### config.mk
export PLATFORM = sky130hd
export DESIGN_NAME = cdclib_lvlsync_filt
export DESIGN_NICKNAME = d
export VERILOG_FILES = /design/src/rtl/cdclib_lvlsync_filt.sv
export SDC_FILE = /design/constraint.sdc
export NUM_CORES = 1
export LEC_CHECK = 0
export BUFFER_PORTS_ARGS = -buffer_cell sky130_fd_sc_hd__clkbuf_2
export CORE_AREA = 3 3 40 42
export CTS_BUF_LIST = sky130_fd_sc_hd__clkbuf_4
export DETAILED_ROUTE_END_ITERATION = 10
export DIE_AREA = 0 0 43 45
export PLACE_DENSITY = 0.41
export SLEW_MARGIN = 10
export SYNTH_ARGS = -nofsm -noshare
export SYNTH_HDL_FRONTEND = slang
export SYNTH_SLANG_ARGS = --single-unit
### constraint.sdc
create_clock -name rd_clk -period 1.37 [get_ports rd_clk]
set_input_delay 0.137 -clock rd_clk [delete_from_list [all_inputs] [get_ports rd_clk]]
set_output_delay 0.137 -clock rd_clk [all_outputs]
set_load 0.01 [all_outputs]
### src/rtl/cdclib_lvlsync_filt.sv
// Multi-bit level synchronizer with per-bit persistence filter and qualified edge pulses.
// Every bit is independent, so multi-bit coded values must not be passed through this block.

module cdclib_lvlsync_filt #(
  parameter int unsigned DWIDTH       = 1,
  parameter int unsigned SYNCSTAGE    = 4,
  parameter int unsigned ACTIVE_LEVEL = 1,
  parameter int unsigned FILT_CYCLES  = 4,
  parameter int unsigned PULSE_EDGE   = 0
) (
  input  logic              rd_clk,
  input  logic              rd_rst_n,
  input  logic [DWIDTH-1:0] data_in,
  input  logic              filt_bypass,
  output logic [DWIDTH-1:0] data_out,
  output logic [DWIDTH-1:0] pulse_out
);

  localparam int unsigned       CW       = $clog2(FILT_CYCLES + 1);
  localparam logic              ActLvl   = (ACTIVE_LEVEL != 0);
  localparam logic [DWIDTH-1:0] RstVal   = {DWIDTH{~ActLvl}};
  localparam logic [CW-1:0]     CntLast  = CW'(FILT_CYCLES - 1);

  logic [DWIDTH-1:0] sync_q [SYNCSTAGE];
  logic [DWIDTH-1:0] sync_lvl;
  logic [CW-1:0]     cnt_q  [DWIDTH];
  logic [CW-1:0]     cnt_d  [DWIDTH];
  logic [DWIDTH-1:0] data_q, data_d;
  logic [DWIDTH-1:0] pulse_q, pulse_d;
  logic [DWIDTH-1:0] chg, now_active;

  always_ff @(posedge rd_clk or negedge rd_rst_n) begin
    if (!rd_rst_n) begin
      for (int k = 0; k < int'(SYNCSTAGE); k++) sync_q[k] <= RstVal;
    end else begin
      sync_q[0] <= data_in;
      for (int k = 1; k < int'(SYNCSTAGE); k++) sync_q[k] <= sync_q[k-1];
    end
  end

  assign sync_lvl = sync_q[SYNCSTAGE-1];

  always_comb begin
    data_d = data_q;
    for (int i = 0; i < int'(DWIDTH); i++) begin
      cnt_d[i] = '0;
      if (filt_bypass) begin
        data_d[i] = sync_lvl[i];
      end else if (sync_lvl[i] == data_q[i]) begin
        cnt_d[i] = '0;
      end else if (cnt_q[i] == CntLast) begin
        data_d[i] = sync_lvl[i];
      end else begin
        cnt_d[i] = cnt_q[i] + 1'b1;
      end
    end
  end

  // Pulse is registered alongside data_q so it lines up with the visible change.
  always_comb begin
    chg        = data_d ^ data_q;
    now_active = data_d ~^ {DWIDTH{ActLvl}};
    if (PULSE_EDGE == 1) begin
      pulse_d = chg & now_active;
    end else if (PULSE_EDGE == 2) begin
      pulse_d = chg & ~now_active;
    end else begin
      pulse_d = chg;
    end
  end

  always_ff @(posedge rd_clk or negedge rd_rst_n) begin
    if (!rd_rst_n) begin
      data_q  <= RstVal;
      pulse_q <= '0;
      for (int i = 0; i < int'(DWIDTH); i++) cnt_q[i] <= '0;
    end else begin
      data_q  <= data_d;
      pulse_q <= pulse_d;
      for (int i = 0; i < int'(DWIDTH); i++) cnt_q[i] <= cnt_d[i];
    end
  end

  assign data_out  = data_q;
  assign pulse_out = pulse_q;

endmodule

== Yosys cells after proc, flatten, opt, wreduce, memory -nomap -nowiden ==
Cells that the tools add are included.
Storage, ports and cells
  register bits: 9
  latch bits: 0
  RAM bits: 0
  bits in read-only memories: 0
  input port bits: 4
  word-level logic and storage cells: 17
  memories: 0
Cells by class
  $add $sub $neg: 1
  $mul: 0
  div/mod/pow operators: 0
  order comparisons: 0
  equality and inequality tests: 2
  shift-type cells: 0
  multiplexer cells: 6
  bitwise logic cells: 1
  reduce and logical (&&, ||, !) cells: 0
Operators with widths (number)
  $mux 3: 3
  $add 3x1->3 const B: 1
  $eq 3x2->1 const B: 1
  $mux 1: 3
  $eq 1x1->1: 1
  $xor 1x1->1: 1

== Longest topological paths before layout ==
  word-level depth: 5
  depth in mapped cells: 4
  gate-level depth less buffers: 4

== Worst setup path before layout ==
OpenSTA, ideal clock, no wires.
  path kind: reg2reg
  start point: reg cnt_q[0] (netlist name)
  end point: reg data_q, in the netlist data_out
  setup time: 0.125 ns
  arrival: 1.209 ns
  required time: 1.245 ns
  setup slack: 0.036 ns
  cell stages (with the launch flop): 5
  path buffers: 0
  period minus slack after synthesis: 1.334 ns
  path through: dfrtp_1 > ha_1 > and2b_4 > nor2_1 > mux2_2
On the way
  cells in the longest elaborated chain, start to end: 4
Ends and longest elaborated chain
  start, declared: RTL line 26  | logic [CW-1:0] cnt_q [DWIDTH];
  $eq 3x2->1: RTL line 51  | end else if (cnt_q[i] == CntLast) begin
  $mux 1: RTL line 51
  $mux 1: RTL line 49  | end else if (sync_lvl[i] == data_q[i]) begin
  $mux 1: RTL line 47  | if (filt_bypass) begin
  net data_d: RTL line 28  | logic [DWIDTH-1:0] data_q, data_d;
  end signal, assigned: RTL line 74  | data_q <= RstVal;
  end signal, assigned: RTL line 78  | data_q <= data_d;
  end, declared: RTL line 28
The timed path passes the listed nets, and every way through them passes these cells.

== Worst setup path after layout ==
Ends and elaborated chain as after synthesis.

==> out/metrics.yaml <==
clock_latency_ns: 0.26
yosysTopAreaCell: "dfrtp_1"
synth_edf_count: 0
power_density_mw_per_mm2: 1300
ys_types: 9
die_y_um: 45
slew_headroom: 0.846
drt_first_pass_iters: 1
clk_transition_reported_paths_ns: 0.07
yosysSeqAreaShare: 0.706
vias: 182
syn2layout_area_growth_pct: 34.9
dp_hpwl_um: 351
dieArea_sq_mm: 0.00194
cts_buffers: 3
start_util: 0.248
finalCritPeriodShare: 0.948
worst-setup-path-type: "reg2reg"
yosysWarnings: 0
hold_viol_final: 0
clock-root-buffer: "clkbuf_4"
nFillCells: 132
ys_ff_latch: 9
run_status: "completed"
synth_common_cells: "dfrtp_1 (9), nor2_1 (2), nor3b_2 (2)"
antenna_found_initial: 0
cap_violations: 0
ys_async_sr_fraction: 1.00
num_antenna_cells: 0
cts_tree: "done"
required_ns: 1.52
drc_errors: 0
synthTopCellsByArea: "dfrtp_1 (71%), nor3b_2 (7.8%), ha_1 (3.9%)"
rows: 13
cts.sinks: 9
grt_pass1_wl_um: 848
syn-num-nets: 24
fin_crit_ns: 1.30
dp_slack_ns: 0.00420
cts_buffer_depth: 2
layout-drive-gt1-share: 0.594
drt-total-wl_um: 467
syn-mean-instance-area_sq_um: 16.8
postSynthCellCount: 19
end_kind: "flip-flop"
grt_max_degree: 10
postRouteAntennaNets: 0
cp_max_fo: 2
fin_setup_tns_ns: 0
port_buffers: 5
first_iter_violations: 0
avgRoutedWirePerCell_um: 9.94
syn_area_sq_um: 319
setup_viol: 0
timing.fmax_mhz: 770
yosysTopAreaCellShare: 0.706
globalRoute.totalOverflow: 0
power_uw: 561
fin_nets: 38
final_max_slew_viol_count: 0
place_congestion: 0.633
rsz0062_at_grt: "false"
ir_worst_vdd_mv: 0.407
skew_ns: 0.00174
min_path_type: "in2reg"
core_area_sq_mm: 0.00128
fp.dieW_um: 43
vias_per_cell: 3.87
r2r_slack_ns: 0.07
ios: 6
synth_ff_type: "dfrtp_1"
fin_ws_ns: 0.0708
worst_setup_path_start_kind: "flip-flop"
yosysMostFrequentCell: "dfrtp_1"
grt_pass1_vias: 192
p_leak_nw: 0.202
cts_max_level: 1
arrival_ns: 1.45
worst_slew_pin_slew_ns: 0.231
track_usage: 0.0667
==> per-stage QoR <==
stage,hold slack (ns),std cells,utilization,area (sq um)
4_1_cts,0.138,47,0.333,428
3_3_place_gp,-0.00367,41,0.294,378
6_report,0.142,47,0.335,430
3_5_place_dp,0.00489,41,0.294,378
2_1_floorplan,-0.159,19,-,319
5_1_grt,0.156,47,0.335,430
==> layout make-up <==
class                      count  area, sq um  area share
sequential                     9          225       0.523
clock inverter                 1         5.00      0.0116
timing repair buffer           9         60.1       0.140
clock buffer                   3         22.5      0.0523
tap                           15         18.8      0.0436
multi-input combinational     10         98.8       0.230
==> where the power goes <==
part / total, mW / internal, mW / switching, mW
registers: 0.292 / 0.284 / 0.00853
clock network: 0.207 / 0.108 / 0.0990
logic: 0.0619 / 0.0346 / 0.0273
==> metal layers <==
| layer | track usage | part of all wire |
|---|---|---|
| met4 | 0.0904 | 0 |
| met3 | 0.0279 | 0.10 |
| met5 | 0 | 0 |
| met2 | 0.0838 | 0.47 |
| met1 | 0.0729 | 0.42 |
==> state kept, by name, summed over array words and instances, names as in the netlist <==
| signal | count |
|---|---|
| sync_q | 3 |
| cnt_q | 3 |
| data_out | 1 |
| pulse_out | 1 |
| sync_lvl | 1 |
==> critical path, cell delays in order, from the launching register on <==
cell and delay [ns]:
dfrtp_1 0.39, ha_2 0.20, and2b_4 0.17, nor2_2 0.10, mux2_2 0.33
==> logic make-up (layout without fill, tap and decap cells) <==
| group | after synthesis | count (layout) | synth area share |
|---|---|---|---|
| AND/OR/NAND/NOR | 7 | 7 | 0.192 |
| buffers and inverters | 0 | 13 | 0 |
| XOR/XNOR | 1 | 1 | 0.0275 |
| flip-flops | 9 | 9 | 0.706 |
| adder cells (fa/ha/maj) | 1 | 1 | 0.0392 |
| multiplexers | 1 | 1 | 0.0353 |
==> layout by cell type, fill, tap and decap left out <==
cell type / instances
buf_4: 2
xnor2_1: 1
ha_2: 1
nor2_2: 1
clkbuf_2: 5
nor3_2: 1
clkbuf_4: 3
or2_4: 1
dfrtp_1: 9
and2b_4: 1
clkinv_2: 1
nor3b_2: 2
nor2_1: 1
dlygate4sd3_1: 2
mux2_2: 1
==> timing repair <==
action / CTS / global route
gates resized for setup: 1 / 1
endpoints found under the setup margin: 1 / 1
hold buffers: 2 / 0
setup buffers: 0 / 0
endpoints found under the hold margin: 10 / 0
==> worst paths after layout <==
kind | cells after the start | end | start
worst max register to register | 4 | data_out | cnt_q[0]
worst min register to register | 0 | sync_lvl | sync_q[1]
worst min-delay path | 3 | pulse_out | filt_bypass
max in group asynchronous | 2 | cnt_q[0] | rd_rst_n
min in group asynchronous | 2 | pulse_out | rd_rst_n
worst max-delay path | 4 | data_out | cnt_q[0]
Power figures use the tool's default switching activity.
